<file path="src/rtl/alu_src_pkg.sv">
// Shared constants for the ALU source-select stage.
//   - srcA select values (alusrca)
//   - srcB select codes (alusrcb); codes 110 and 111 are illegal
//   - saturation limit of the illegal-code counter
package alu_src_pkg;

   localparam logic SRCA_PC  = 1'b0;
   localparam logic SRCA_REG = 1'b1;

   localparam logic [2:0] SRCB_REG       = 3'b000;
   localparam logic [2:0] SRCB_PC_INC    = 3'b001;
   localparam logic [2:0] SRCB_IMM_SEXT  = 3'b010;
   localparam logic [2:0] SRCB_IMM_SEXT2 = 3'b011;
   localparam logic [2:0] SRCB_IMM_ZEXT  = 3'b100;
   localparam logic [2:0] SRCB_IMM_UPPER = 3'b101;

   localparam logic [7:0] ERR_CNT_MAX = 8'hFF;

endpackage

</file>
<file path="src/rtl/alu_src_extend.sv">
// Combinational operand select / immediate extension.
// Ports:
//   alusrca  - srcA select (pc or a)
//   alusrcb  - srcB select code
//   pc, a, b - program counter, register A, register B
//   imm      - raw instruction immediate
//   src_a    - selected srcA
//   src_b    - selected srcB (0 for an illegal code)
//   sel_err  - alusrcb was an illegal code
module alu_src_extend
   import alu_src_pkg::*;
#(
   parameter int unsigned WIDTH  = 32,
   parameter int unsigned IMM_W  = 16,
   parameter int unsigned PC_INC = 4
) (
   input  logic             alusrca,
   input  logic [2:0]       alusrcb,
   input  logic [WIDTH-1:0] pc,
   input  logic [WIDTH-1:0] a,
   input  logic [WIDTH-1:0] b,
   input  logic [IMM_W-1:0] imm,
   output logic [WIDTH-1:0] src_a,
   output logic [WIDTH-1:0] src_b,
   output logic             sel_err
);

   logic [WIDTH-1:0]          imm_sext;
   logic [WIDTH-1:0]          imm_zext;
   logic [WIDTH+IMM_W+15:0]   imm_upper_wide;

   assign imm_sext = {{(WIDTH-IMM_W){imm[IMM_W-1]}}, imm};
   assign imm_zext = {{(WIDTH-IMM_W){1'b0}}, imm};
   // Built wide so bits landing above WIDTH are simply dropped.
   assign imm_upper_wide = {{(WIDTH+16){1'b0}}, imm} << 16;

   assign src_a = (alusrca == SRCA_REG) ? a : pc;

   always_comb begin
      src_b   = '0;
      sel_err = 1'b0;
      case (alusrcb)
         SRCB_REG:       src_b = b;
         SRCB_PC_INC:    src_b = WIDTH'(PC_INC);
         SRCB_IMM_SEXT:  src_b = imm_sext;
         SRCB_IMM_SEXT2: src_b = imm_sext << 2;
         SRCB_IMM_ZEXT:  src_b = imm_zext;
         SRCB_IMM_UPPER: src_b = imm_upper_wide[WIDTH-1:0];
         default:        sel_err = 1'b1;
      endcase
   end

endmodule

</file>
<file path="src/rtl/alu_src_stage.sv">
// ALU source stage: selects/extends operands at the input and holds them in
// a two-entry (output register + skid) valid/ready pipeline.
// Ports:
//   clk, rst_n          - clock, async active-low reset
//   in_valid, in_ready  - upstream handshake (in_ready is registered)
//   alusrca, alusrcb    - srcA / srcB selects
//   pc, a, b, imm       - operand sources
//   out_valid, out_ready- downstream handshake
//   srcA, srcB, sel_err - registered result
//   err_cnt             - saturating count of accepted illegal codes
module alu_src_stage
   import alu_src_pkg::*;
#(
   parameter int unsigned WIDTH  = 32,
   parameter int unsigned IMM_W  = 16,
   parameter int unsigned PC_INC = 4
) (
   input  logic             clk,
   input  logic             rst_n,
   input  logic             in_valid,
   output logic             in_ready,
   input  logic             alusrca,
   input  logic [2:0]       alusrcb,
   input  logic [WIDTH-1:0] pc,
   input  logic [WIDTH-1:0] a,
   input  logic [WIDTH-1:0] b,
   input  logic [IMM_W-1:0] imm,
   output logic             out_valid,
   input  logic             out_ready,
   output logic [WIDTH-1:0] srcA,
   output logic [WIDTH-1:0] srcB,
   output logic             sel_err,
   output logic [7:0]       err_cnt
);

   logic [WIDTH-1:0] ext_a, ext_b;
   logic             ext_err;

   logic             in_ready_q, in_ready_d;
   logic             out_valid_q, out_valid_d;
   logic [WIDTH-1:0] out_a_q, out_a_d, out_b_q, out_b_d;
   logic             out_err_q, out_err_d;
   logic             skid_valid_q, skid_valid_d;
   logic [WIDTH-1:0] skid_a_q, skid_a_d, skid_b_q, skid_b_d;
   logic             skid_err_q, skid_err_d;
   logic [7:0]       err_cnt_q, err_cnt_d;

   logic accept;
   logic out_free;

   alu_src_extend #(
      .WIDTH  (WIDTH),
      .IMM_W  (IMM_W),
      .PC_INC (PC_INC)
   ) u_extend (
      .alusrca (alusrca),
      .alusrcb (alusrcb),
      .pc      (pc),
      .a       (a),
      .b       (b),
      .imm     (imm),
      .src_a   (ext_a),
      .src_b   (ext_b),
      .sel_err (ext_err)
   );

   assign accept   = in_valid & in_ready_q;
   // Output register can take new data when empty or being consumed now.
   assign out_free = ~out_valid_q | out_ready;

   always_comb begin
      out_valid_d  = out_valid_q;
      out_a_d      = out_a_q;
      out_b_d      = out_b_q;
      out_err_d    = out_err_q;
      skid_valid_d = skid_valid_q;
      skid_a_d     = skid_a_q;
      skid_b_d     = skid_b_q;
      skid_err_d   = skid_err_q;
      err_cnt_d    = err_cnt_q;

      if (out_free) begin
         // in_ready is low whenever skid is full, so skid and accept never
         // compete for the output register.
         if (skid_valid_q) begin
            out_valid_d  = 1'b1;
            out_a_d      = skid_a_q;
            out_b_d      = skid_b_q;
            out_err_d    = skid_err_q;
            skid_valid_d = 1'b0;
         end else if (accept) begin
            out_valid_d = 1'b1;
            out_a_d     = ext_a;
            out_b_d     = ext_b;
            out_err_d   = ext_err;
         end else begin
            out_valid_d = 1'b0;
         end
      end else if (accept) begin
         skid_valid_d = 1'b1;
         skid_a_d     = ext_a;
         skid_b_d     = ext_b;
         skid_err_d   = ext_err;
      end

      if (accept && ext_err && (err_cnt_q != ERR_CNT_MAX)) begin
         err_cnt_d = err_cnt_q + 8'd1;
      end

      in_ready_d = ~skid_valid_d;
   end

   always_ff @(posedge clk or negedge rst_n) begin
      if (!rst_n) begin
         in_ready_q   <= 1'b0;
         out_valid_q  <= 1'b0;
         out_a_q      <= '0;
         out_b_q      <= '0;
         out_err_q    <= 1'b0;
         skid_valid_q <= 1'b0;
         skid_a_q     <= '0;
         skid_b_q     <= '0;
         skid_err_q   <= 1'b0;
         err_cnt_q    <= 8'd0;
      end else begin
         in_ready_q   <= in_ready_d;
         out_valid_q  <= out_valid_d;
         out_a_q      <= out_a_d;
         out_b_q      <= out_b_d;
         out_err_q    <= out_err_d;
         skid_valid_q <= skid_valid_d;
         skid_a_q     <= skid_a_d;
         skid_b_q     <= skid_b_d;
         skid_err_q   <= skid_err_d;
         err_cnt_q    <= err_cnt_d;
      end
   end

   assign in_ready  = in_ready_q;
   assign out_valid = out_valid_q;
   assign srcA      = out_a_q;
   assign srcB      = out_b_q;
   assign sel_err   = out_err_q;
   assign err_cnt   = err_cnt_q;

endmodule

</file>
<file path="config.mk">
export PLATFORM = sky130hd
export DESIGN_NAME = alu_src_stage
export DESIGN_NICKNAME = d
export VERILOG_FILES = /design/src/rtl/alu_src_pkg.sv /design/src/rtl/alu_src_extend.sv /design/src/rtl/alu_src_stage.sv
export SDC_FILE = /design/constraint.sdc
export NUM_CORES = 1
export LEC_CHECK = 0
export CAP_MARGIN = 20
export CORE_ASPECT_RATIO = 0.6
export CORE_MARGIN = 2
export CORE_UTILIZATION = 45
export CTS_CLUSTER_DIAMETER = 80
export DETAILED_ROUTE_END_ITERATION = 10
export MAX_ROUTING_LAYER = met4
export PLACE_DENSITY = 0.84
export SYNTH_ARGS = -nofsm -noshare
export SYNTH_HDL_FRONTEND = slang
export SYNTH_HIERARCHICAL = 1
export SYNTH_SLANG_ARGS = --single-unit
</file>
<file path="constraint.sdc">
create_clock -name clk -period 1.5 [get_ports clk]
set_clock_uncertainty 0.2 [all_clocks]
set_input_delay 0.45 -clock clk [delete_from_list [all_inputs] [get_ports clk]]
set_output_delay 0.45 -clock clk [all_outputs]
set_load 0.01 [all_outputs]
</file>
Yosys cells after proc, flatten, opt, wreduce, memory -nomap -nowiden
Cells that the tools add are included.
{"block": "totals", "regBits": 141, "latch_bits": 0, "ram_bits": 0, "rom_bits": 0, "out_inout_bits": 75, "wordCells": 42, "memories": 0}
{"block": "op_classes", "n_addsub": 1, "mul": 0, "div": 0, "magnitude_cmp": 0, "n_eq_ne": 6, "shifts": 0, "mux": 13, "n_bitwise": 5, "n_reduce_logical": 7}
{"op": "$pmux 32 s6", "n": 1}
{"op": "$mux 32", "n": 5}
{"op": "$add 8x1->8 const B", "n": 1}
{"op": "$ne 8x8->1 const B", "n": 1}
{"op": "$mux 1", "n": 7}
{"op": "$eq 3x2->1 const B", "n": 2}
{"op": "$eq 3x3->1 const B", "n": 2}
{"op": "$reduce_or 6->1", "n": 1}
{"op": "$reduce_and 2->1", "n": 2}
{"op": "$eq 3x1->1 const B", "n": 1}
{"op": "$logic_not 3->1", "n": 1}
{"op": "$not 1->1", "n": 3}
{"op": "$logic_and 1x1->1", "n": 2}
{"op": "$reduce_bool 2->1", "n": 1}
{"op": "$and 1x1->1", "n": 1}
{"op": "$or 1x1->1", "n": 1}

Logic depth before layout (Yosys ltp)
{"block": "logic_depth", "ltp_word": 5, "mapped_depth": 8, "mapped_depth_nobuf": 5}

Hierarchy
Netlist, hierarchy kept.
{"mod": "alu_src_stage", "n_inst": 1, "cells_each": 398, "area_per_inst_um2": 6616.3}
{"mod": "alu_src_extend", "n_inst": 1, "cells_each": 162, "area_per_inst_um2": 1246.2}

Worst setup path after synthesis
No wires, ideal clock.
{"block": "synth_timing", "path_type": "input -> register", "startpoint": "input alusrcb[2]", "endpoint": "register err_cnt_q[7], in the netlist err_cnt[7]", "setup_ns": 0.125, "t_arrival_ns": 1.775, "path_slack_ns": -0.600, "stages": 6, "path_cell_list": "buf_6 clkbuf_1 and2_1 nand4_1 nor3_1 mux2_2"}
{"block": "synth_via", "elab_chain_cells": 5, "word_cells_on_any_way": 10, "cone_classes": "eq/ne: 5; mux: 1; reduce/logical: 4"}
{"element": "start, declared", "line": "alu_src_stage.sv:23", "rtl": "input logic [2:0] alusrcb,"}
{"element": "$eq 3x1->1, or another cell as far along", "line": "alu_src_extend.sv:42", "rtl": "case (alusrcb)"}
{"element": "$reduce_or 6->1 (no line) *"}
{"element": "$mux 1 *", "line": "alu_src_extend.sv:42"}
{"element": "named net ext_err", "line": "alu_src_stage.sv:37", "rtl": "logic ext_err;"}
{"element": "$logic_and 1x1->1 * (2 in series)", "line": "alu_src_stage.sv:106", "rtl": "if (accept && ext_err && (err_cnt_q != ERR_CNT_MAX)) begin"}
{"element": "end signal, assigned", "line": "alu_src_stage.sv:135", "rtl": "err_cnt_q <= err_cnt_d;"}
{"element": "end, declared", "line": "alu_src_stage.sv:46", "rtl": "logic [7:0] err_cnt_q, err_cnt_d;"}
Mark *: on every way through the listed nets, which the timed path passes. The rest lies on a longest branch.
A chain may end at the register's enable or synchronous reset.

Worst setup path after layout
{"block": "layout_timing", "startpoint": "register out_valid_q, in the netlist out_valid", "endpoint": "register skid_a_q[28]"}
{"block": "layout_via", "elab_chain_cells": 4}
{"element": "start, declared", "line": "alu_src_stage.sv:40", "rtl": "logic out_valid_q, out_valid_d;"}
{"element": "start signal, assigned", "line": "alu_src_stage.sv:127", "rtl": "out_valid_q <= out_valid_d;"}
{"element": "$not 1->1", "line": "alu_src_stage.sv:69", "rtl": "assign out_free = ~out_valid_q | out_ready;"}
{"element": "$or 1x1->1", "line": "alu_src_stage.sv:69"}
{"element": "$not 1->1 (no line)"}
{"element": "$reduce_and 2->1 (no line)"}
{"element": "end signal, assigned", "line": "alu_src_stage.sv:132", "rtl": "skid_a_q <= skid_a_d;"}
{"element": "end, declared", "line": "alu_src_stage.sv:44", "rtl": "logic [WIDTH-1:0] skid_a_q, skid_a_d, skid_b_q, skid_b_d;"}
Every way passes these cells.

==> reports/summary.txt <==
FF/Latch Area -> 3530 um^2
Required time reported for the critical path endpoint -> 1.59 ns
Number of buffers between clock root and the deepest sink -> 2
DRC marker count from the first detailed-route iteration -> 509
Commonest cells in the netlist -> sky130_fd_sc_hd__dfrtp_1 (141), sky130_fd_sc_hd__mux2_2 (130), sky130_fd_sc_hd__mux2_4 (100), sky130_fd_sc_hd__nand2_1 (24), sky130_fd_sc_hd__buf_6 (21)
Die Ht -> 106 um
Area growth, synth to finish -> 55.4%
Unique masters post-synth -> 42
Number of clock buffers inserted by TritonCTS -> 17
Pre-CTS setup slack -> -0.989 ns
Final TNS setup -> -39.76 ns
DRC Markers -> 0
Slowest cell on the critical path -> sky130_fd_sc_hd__dfrtp_1
Cell with the most instances after synthesis -> sky130_fd_sc_hd__dfrtp_1
Unrepaired setup endpoints after global routing -> yes
Ordered cell list for the critical path -> nor2b_4 > buf_12 > nand3_4 > buf_12 > buf_12 > mux2_4
Crit Path Max Fanout -> 12
Total nets after synthesis -> 681
Most prevalent standard cell on the critical path -> sky130_fd_sc_hd__buf_12
Antenna-violating nets left -> 0
Average cell area after synthesis -> 14.0 um^2
Least-Margin Pin Slew -> 0.377 ns
Clock sink total -> 141
Port Buf Inserts -> 194
Vias after detailed routing -> 6137
Layout cells sized above 1 -> 0.618
Sum of net half-perimeters after detailed placement -> 15.0 mm
Final-report max-slew violation count -> 0
Arr. time, crit path -> 1.91 ns
Initial core utilization -> 0.459
Endpoint type of the worst setup path -> flip-flop
Total power density per cell area -> 1320 nW/um^2
Worst hold slack -> 0.240 ns
Boundary Pins -> 195
Cell row count -> 37
Fill cell total of the finished layout -> 1114
Worst slew margin -> 0.747
Via density per instance -> 5.29
Global placement routability congestion -> 0.908
Share of the cycle needed by the critical path after routing -> 1.22
Combined area of all synthesized cells -> 7860 um^2
Fraction of registers with async set/reset -> 1.00
Cell accounting for the most synthesized area -> sky130_fd_sc_hd__dfrtp_1
Static Leakage -> 0.00595 uW
Filler-free cell count of the finished design -> 1160
Peak supply drop -> 0.779 mV
Footprint of the multi-input gates -> 4380 um^2
Number of placed instances, taps included -> 1039
Clock Root Buffer -> sky130_fd_sc_hd__clkbuf_16
Overall Global Routing Usage -> 0.261
Final global-route overflow total -> 0
Largest net degree at the start of global routing -> 44
Vias in the first global route -> 6654
Sequential cell area fraction in the yosys report -> 0.449
Latest clock arrival within the worst-skew pair -> 0.41 ns
Detailed-routing iteration count for the pre-antenna-repair pass -> 7
Ant diodes -> 0
R2R Setup Slk -> -0.32 ns
Core Footprint -> 17100 um^2
Global-route wire length before repair -> 36.4 mm
Setup-violating endpoint count in the final report -> 212
Register clock-pin slew on the reported worst setup and hold paths -> 0.07 ns
Leading register cell type out of synthesis -> sky130_fd_sc_hd__dfrtp_1
NumNets Final -> 1034
Area of the die -> 18600 um^2
CTS tree -> built
Yosys warning total -> 6
Register bit count reported by yosys -> 141
Biggest cell delay along the critical path -> 0.38 ns
Largest cells by area after synthesis -> sky130_fd_sc_hd__dfrtp_1 (45%), sky130_fd_sc_hd__mux2_4 (19%), sky130_fd_sc_hd__mux2_2 (19%)
Average wire per cell in the routed design -> 20.7 um
Max_cap viols -> 0
Proportion of netlist area held by the largest area contributor -> 0.449
Outcome -> finished, violations left
Failing checks -> setup timing
Crit path setup slack, layout -> -0.323 ns
Post-Synthesis Cells -> 560
Initial antenna violation count -> 0
Final core area utilization -> 0.713
Depth of the CTS H-tree -> 4
Crit path time final -> 1.82 ns
Worst hold-check path type -> in -> async
Post-detailed-routing wire length -> 24.0 mm
Crit Path Category -> reg -> reg
Sort of element at the start of the critical path -> flip-flop
Fin. Hold Viols -> 0
Number of enable-type register cells in the synthesized netlist -> 0
Highest achievable clock rate -> 549 MHz
Die X-Extent -> 175 um
[layer usage]
metal	vias up	GRT usage	wire length, um
met5	-	-	0
met4	0	0.0488	236
met3	26	0.0655	1580
met2	244	0.412	11700
met1	3093	0.345	10500
li1	2774	-	-
[power by group]
part	internal [uW]	switching, uW	leakage [uW]
logic	4150	2340	0.00392
clock network	2230	1820	0.000274
registers	4900	731	0.00175
[worst paths after layout]
check | from | endpoint | cells past startpoint
worst max-delay path | out_valid | skid_a_q[28] | 6
worst min-delay path | rst_n | srcA[7] | 2
worst max register to register | out_valid | skid_a_q[28] | 6
worst min register to register | skid_a_q[17] | skid_a_q[17] | 1
max in group asynchronous | rst_n | in_ready | 3
min in group clk | skid_a_q[17] | skid_a_q[17] | 1
[area by class of cell]
type	instances	share of cell area
Clock inverter	14	0.0101
Clock buffer	18	0.0359
Timing Repair Buffer	372	0.282
Sequential cell	141	0.289
Multi-Input combinational cell	379	0.359
Tap cell	234	0.0240
Inverter	2	0.000614
[cells by family (layout without fill, tap and decap cells)]
kind of cell | count (synthesis) | in the layout | synth area share
multiplexers | 245 | 245 | 0.397
flip-flops | 141 | 141 | 0.449
AO/OA/AOI/OAI | 73 | 73 | 0.0560
AND/OR/NAND/NOR | 56 | 59 | 0.0414
buffers and inverters | 43 | 406 | 0.0546
adder cells (fa/ha/maj) | 1 | 1 | 0.00159
XOR/XNOR | 1 | 1 | 0.00111
[sequential cells by signal, summed over array words and instances, names as in the netlist]
| signal | cells |
|---|---|
| skid_a_q | 32 |
| skid_b_q | 32 |
| srcA | 32 |
| srcB | 32 |
| err_cnt | 8 |
| in_ready | 1 |
| out_valid | 1 |
| sel_err | 1 |
| skid_err_q | 1 |
| skid_valid_q | 1 |
[stage by stage]
stage | instance area (um^2) | total power (uW)
floorplan | 8210 | 8460
global placement | 10800 | 11000
detailed placement | 10800 | 11200
CTS | 11900 | 15600
global route | 12200 | 16900
finish | 12200 | 16200
[layout by cell type (no fill, tap or decap), types with 19 or more instances in the layout]
cell / netlist / final
sky130_fd_sc_hd__mux2_2: 130 / 73
sky130_fd_sc_hd__dlygate4sd2_1: 0 / 19
sky130_fd_sc_hd__dfrtp_1: 141 / 139
sky130_fd_sc_hd__buf_4: 7 / 127
sky130_fd_sc_hd__nand2_1: 24 / 23
sky130_fd_sc_hd__buf_6: 21 / 44
sky130_fd_sc_hd__o21ai_1: 11 / 28
sky130_fd_sc_hd__buf_2: 4 / 60
sky130_fd_sc_hd__clkdlybuf4s50_1: 0 / 95
sky130_fd_sc_hd__mux2_4: 100 / 159
[worst max-delay path, delay by kind of cell, from the launching register on]
kind	cells	cell delay, ns
flip-flops	1	0.38
AND/OR/NAND/NOR	2	0.34
buffers and inverters	3	0.46
multiplexers	1	0.31
[what timing repair did]
action / in CTS / in global routing
setup endpoints to repair: 213 / 213
cloned: 10 / 0
resized for setup: 409 / 27
hold endpoints to repair: 141 / 0
hold buffers: 1 / 0
setup buffers: 51 / 30
pin swaps: 26 / 8
No activity file was read; power rests on OpenSTA's default activity.
==> variant 1: new RTL, same flow settings <==
`IMM_W` is set to 16 in 2 places; all go to 24.
--- a/src/rtl/alu_src_extend.sv
+++ b/src/rtl/alu_src_extend.sv
@@ -12,5 +12,5 @@
 #(
    parameter int unsigned WIDTH  = 32,
-   parameter int unsigned IMM_W  = 16,
+   parameter int unsigned IMM_W  = 24,
    parameter int unsigned PC_INC = 4
 ) (
--- a/src/rtl/alu_src_stage.sv
+++ b/src/rtl/alu_src_stage.sv
@@ -13,5 +13,5 @@
 #(
    parameter int unsigned WIDTH  = 32,
-   parameter int unsigned IMM_W  = 16,
+   parameter int unsigned IMM_W  = 24,
    parameter int unsigned PC_INC = 4
 ) (
Ports: changed (resized imm); port bits go from 195 to 203. No check against the original RTL was run, so the function may have changed too.
==> variant 1 against the original RTL <==
The flow still finishes with violations (negative setup slack); largest cell class unchanged; highest routed layer unchanged; clock power up 3%; power up 3.8%; setup slack better by 0.060 ns; design area up 6.8%; first-iteration DRC count up 3.1%; area after synthesis up 3.3%; sequential cell count unchanged; die area up 3.2%; routed wire length up 13%; sequential share of layout area down 1.8 points; critical path depth unchanged; via count up 6.5%; sequential power up 2%.
==> variant 1: results (changes against the original RTL) <==
status=complete, but fails checks; failing checks=negative setup slack; first-pass GRT wire length=40.7 mm (+12%); Placed Area=11100 µm² (+3.1%); met1 GRT Util=40.6% (+6.1 points); routability cong.=0.892 (-1.8%); critical path peak fanout=5 (-7); dpl ws=-1.10 ns (-0.113 ns); critical path arrival=1.86 ns (-0.05 ns); top cells by count, synth=dfrtp_1, mux2_2, mux2_4; Routed WL per cell=23.0 µm (+11%); met2 GRT Util=43.2% (+1.9 points); GRT Total Usage=28.8% (+2.8 points); Iter 0 DRT Violations=525 (+3.1%); Synth Net Count=708 (+4.0%); Setup violations, final=211 (-0.47%); Distinct cells, synth=47 (+12%); IO Port Bufs=202 (+4.1%); share of layout cells above drive strength 1=61.2% (-0.57 points); Max stage delay on crit path=0.47 ns (+0.09 ns); Crit-path slowest cell=dfrtp_2; Leak Pwr=0.00629 µW (+5.8%); pin count of the biggest net entering global routing=49 (+11%); VDD IR-drop max=1050 µV (+34%); Routed WL=27.2 mm (+13%); placed cell count=1065 (+2.5%); vias in the first global route=7035 (+5.7%); Pre-antenna DRT Iters=5 (-2); final setup TNS=-32.96 ns (+6.80 ns); Final Cell Area=13100 µm² (+6.8%); via count=6534 (+6.5%); initial antenna violation count=1 (+1); fillers=1086 (-2.5%); TritonCTS Buffers=17 (unchanged); Worst-Margin Slew=0.410 ns (+0.0329 ns); crit path setup slack, layout=-0.263 ns (+0.0598 ns); DPL Wire Length=16.2 mm (+8.1%); Synth Instances=579 (+3.4%); Seq/Total Area, Yosys=43.4% (-1.4 points); CTS clk-pin slew, worst paths=0.07 ns (about the same); family with the most delay on the worst path=flip-flops; Clock Tree Buf Depth=2 (unchanged); worst skew pair latency=0.42 ns; leading post-synthesis cells by cell area=dfrtp_1, mux2_4, mux2_2
-- variant 1: cell type report --
type / count / share of cell area (%)
diodes: 1 / 0.0192
repair buffers: 382 / 29.7
well taps: 234 / 2.24
inverters: 3 / 0.0863
flip-flops and latches: 141 / 27.1
clock buffers: 19 / 3.39
clock inverters: 13 / 1.02
multi-input cells: 393 / 36.5
-- variant 1: kinds of logic after synthesis --
group                    after synthesis  synth area share [%]
multiplexers                         260                  40.3
adder cells (fa/ha/maj)                1                 0.154
AND/OR/NAND/NOR                       55                  4.79
flip-flops                           141                  43.4
buffers and inverters                 46                  5.32
AO/OA/AOI/OAI                         75                  5.92
XOR/XNOR                               1                 0.108
-- variant 1: layer usage --
metal  routed length [µm]  part of all wire [%]
met1                12500                    46
met2                12200                    45
met3                 2030                   7.5
met4                  456                   1.7
met5                    0                     0
-- variant 1: worst paths after layout --
path,slack [ns],start,endpoint
setup reg to reg,-0.26,skid_valid_q$_DFF_PN0_,srcB[19]$_DFFE_PN0P_
hold reg to reg,0.31,skid_b_q[17]$_DFFE_PN0P_,skid_b_q[17]$_DFFE_PN0P_
min in group clk,0.30,out_ready,out_valid$_DFFE_PN0P_
max in group asynchronous,0.26,rst_n,in_ready$_DFF_PN0_
hold / removal,0.26,rst_n,skid_b_q[24]$_DFFE_PN0P_
setup / recovery,-0.26,skid_valid_q$_DFF_PN0_,srcB[19]$_DFFE_PN0P_
-- variant 1: what timing repair did --
action                     CTS  global route
setup endpoints to repair  213           212
cloned                      20             3
hold buffers                 1             0
gates resized for setup    456            74
buffers inserted            54            23
pin swaps                   20             9
hold endpoints to repair    93             0
-- variant 1: report_power, final --
part / internal, µW / switching [µW]
combinational: 4390 / 2440
clock: 2370 / 1810
sequential: 4930 / 831
total: 11700 / 5080
==> variant 2: new RTL, same flow settings <==
Made on the original files. Register the output `sel_err` once more, cleared by the reset; this adds one clock of latency there. The other outputs are not delayed to match. Comments in the files are not updated.
--- a/src/rtl/alu_src_stage.sv
+++ b/src/rtl/alu_src_stage.sv
@@ -33,4 +33,6 @@
    output logic [7:0]       err_cnt
 );
+
+   logic sel_err_d;
 
    logic [WIDTH-1:0] ext_a, ext_b;
@@ -141,6 +143,14 @@
    assign srcA      = out_a_q;
    assign srcB      = out_b_q;
-   assign sel_err   = out_err_q;
+   assign sel_err_d = out_err_q;
    assign err_cnt   = err_cnt_q;
+
+   always_ff @(posedge clk or negedge rst_n) begin
+      if (!rst_n) begin
+         sel_err <= '0;
+      end else begin
+         sel_err <= sel_err_d;
+      end
+   end
 
 endmodule
Behaviour: not the same (Yosys sat finds a counterexample within 4 cycles, from zero or initial values and one cycle with rst_n low).
==> variant 2 against the original RTL <==
The flow still finishes with violations (negative setup slack); setup slack better by 0.055 ns; combinational power down 2%; critical path type unchanged; design area about the same; count of clock-buffer cells in the layout up 1; sequential cell count up 1; via count down 0.39%; die area up 0.31%; routed wire length down 2.3%; power down 1.1%; area after synthesis up 0.32%.
==> variant 2: results (changes against the original RTL) <==
status=complete, but fails checks; failing checks=negative setup slack; Critical Path Source=out_valid$_DFFE_PN0P_; initial antenna violation count=0 (unchanged); hold_sp=out_err_q$_DFFE_PN0P_; placed cell count=1035 (-0.38%); share of layout cells above drive strength 1=62.4% (+0.58 points); routability cong.=0.875 (-3.6%); Syn Area/Cell=14.1 µm² (+0.14%); VDD IR-drop max=841 µV (+7.9%); share of async-settable or async-resettable flops after synthesis=100% (unchanged); Worst Reg2Reg Path Length in Cells=6 (unchanged); Max-slew headroom=77.1% (+2.4 points); GRT Total Usage=25.9% (-0.13 points); met1 WL=10.8 mm (+3.5%); DPL Wire Length=15.2 mm (+1.3%); Worst Hold Class=reg -> reg; first-pass GRT wire length=36.7 mm (+0.83%); Leak Pwr=0.00590 µW (-0.70%); critical path peak fanout=13 (+1); worst skew pair latency=0.41 ns (about the same); Final Cell Area=12200 µm² (about the same); met2 GRT Util=40.1% (-1.2 points); Pre-antenna DRT Iters=5 (-2); Routed WL=23.5 mm (-2.3%); cell internal pwr=11400 µW (+0.76%); via count=6113 (-0.39%); Clock Tree Buf Depth=2 (unchanged); Yosys warnings=6 (unchanged); post-CTS setup buffers=67 (+31%); Post-Layout Cell Count=1161 (+0.086%); Placed Area=10800 µm² (about the same); TritonCTS Buffers=17 (unchanged); Setup violations, final=213 (+0.47%); root buf cell=clkbuf_16; fillers=1141 (+2.4%); crit path setup slack, layout=-0.268 ns (+0.0553 ns); Crit-path slowest cell=dfrtp_1; met3 Use GR=6.76% (+0.21 points); post-cts repair resize count=405 (-0.98%); Seq/Total Area, Yosys=45.1% (+0.17 points); Synth Net Count=682 (+0.15%); final net count=1035 (+0.097%); routed wl met2=10.9 mm (-7.1%); CP endpoint=srcA[24]$_DFFE_PN0P_; critical path arrival=1.86 ns (-0.05 ns); Iter 0 DRT Violations=460 (-9.6%); dpl ws=-1.04 ns (-0.0510 ns); pin count of the biggest net entering global routing=34 (-23%); metal3 WL=1.57 mm (-0.76%); final hold slack=0.201 ns (-0.0387 ns); vias in the first global route=6593 (-0.92%); # H-tree levels=4 (unchanged); top cells by count, synth=dfrtp_1, mux2_2, mux2_4; final setup TNS=-36.94 ns (+2.82 ns); met1 GRT Util=34.7% (+0.21 points); leading post-synthesis cells by cell area=dfrtp_1, mux2_4, mux2_2
[variant 2: cell types whose count changed after synthesis, sizes merged]
cell and change:
dfrtp +1
[variant 2: logic make-up after synthesis]
logic type,count (synthesis),share of synthesized area (%)
simple gates,56,4.12
compound gates,73,5.58
xor+xnor,1,0.111
flops,142,45.1
buf+inv,43,5.44
fa+ha+maj,1,0.159
mux,245,39.5
[variant 2: layout make-up]
type | instances | area share [%]
Sequential cell | 142 | 29.1
Timing Repair Buffer | 372 | 27.9
Inverter | 2 | 0.0614
Clock buffer | 19 | 3.62
Clock inverter | 13 | 0.962
Multi-Input combinational cell | 379 | 35.9
Tap cell | 234 | 2.40
[variant 2: power by group through the flow]
stage,Sequential (µW),Combinational [µW],Clock [µW]
after floorplan,5800,2690,0
after global placement,5590,5430,0
after detailed placement,5670,5560,0
after CTS,5590,6010,4100
after global routing,5750,6700,4270
final,5640,6340,4020
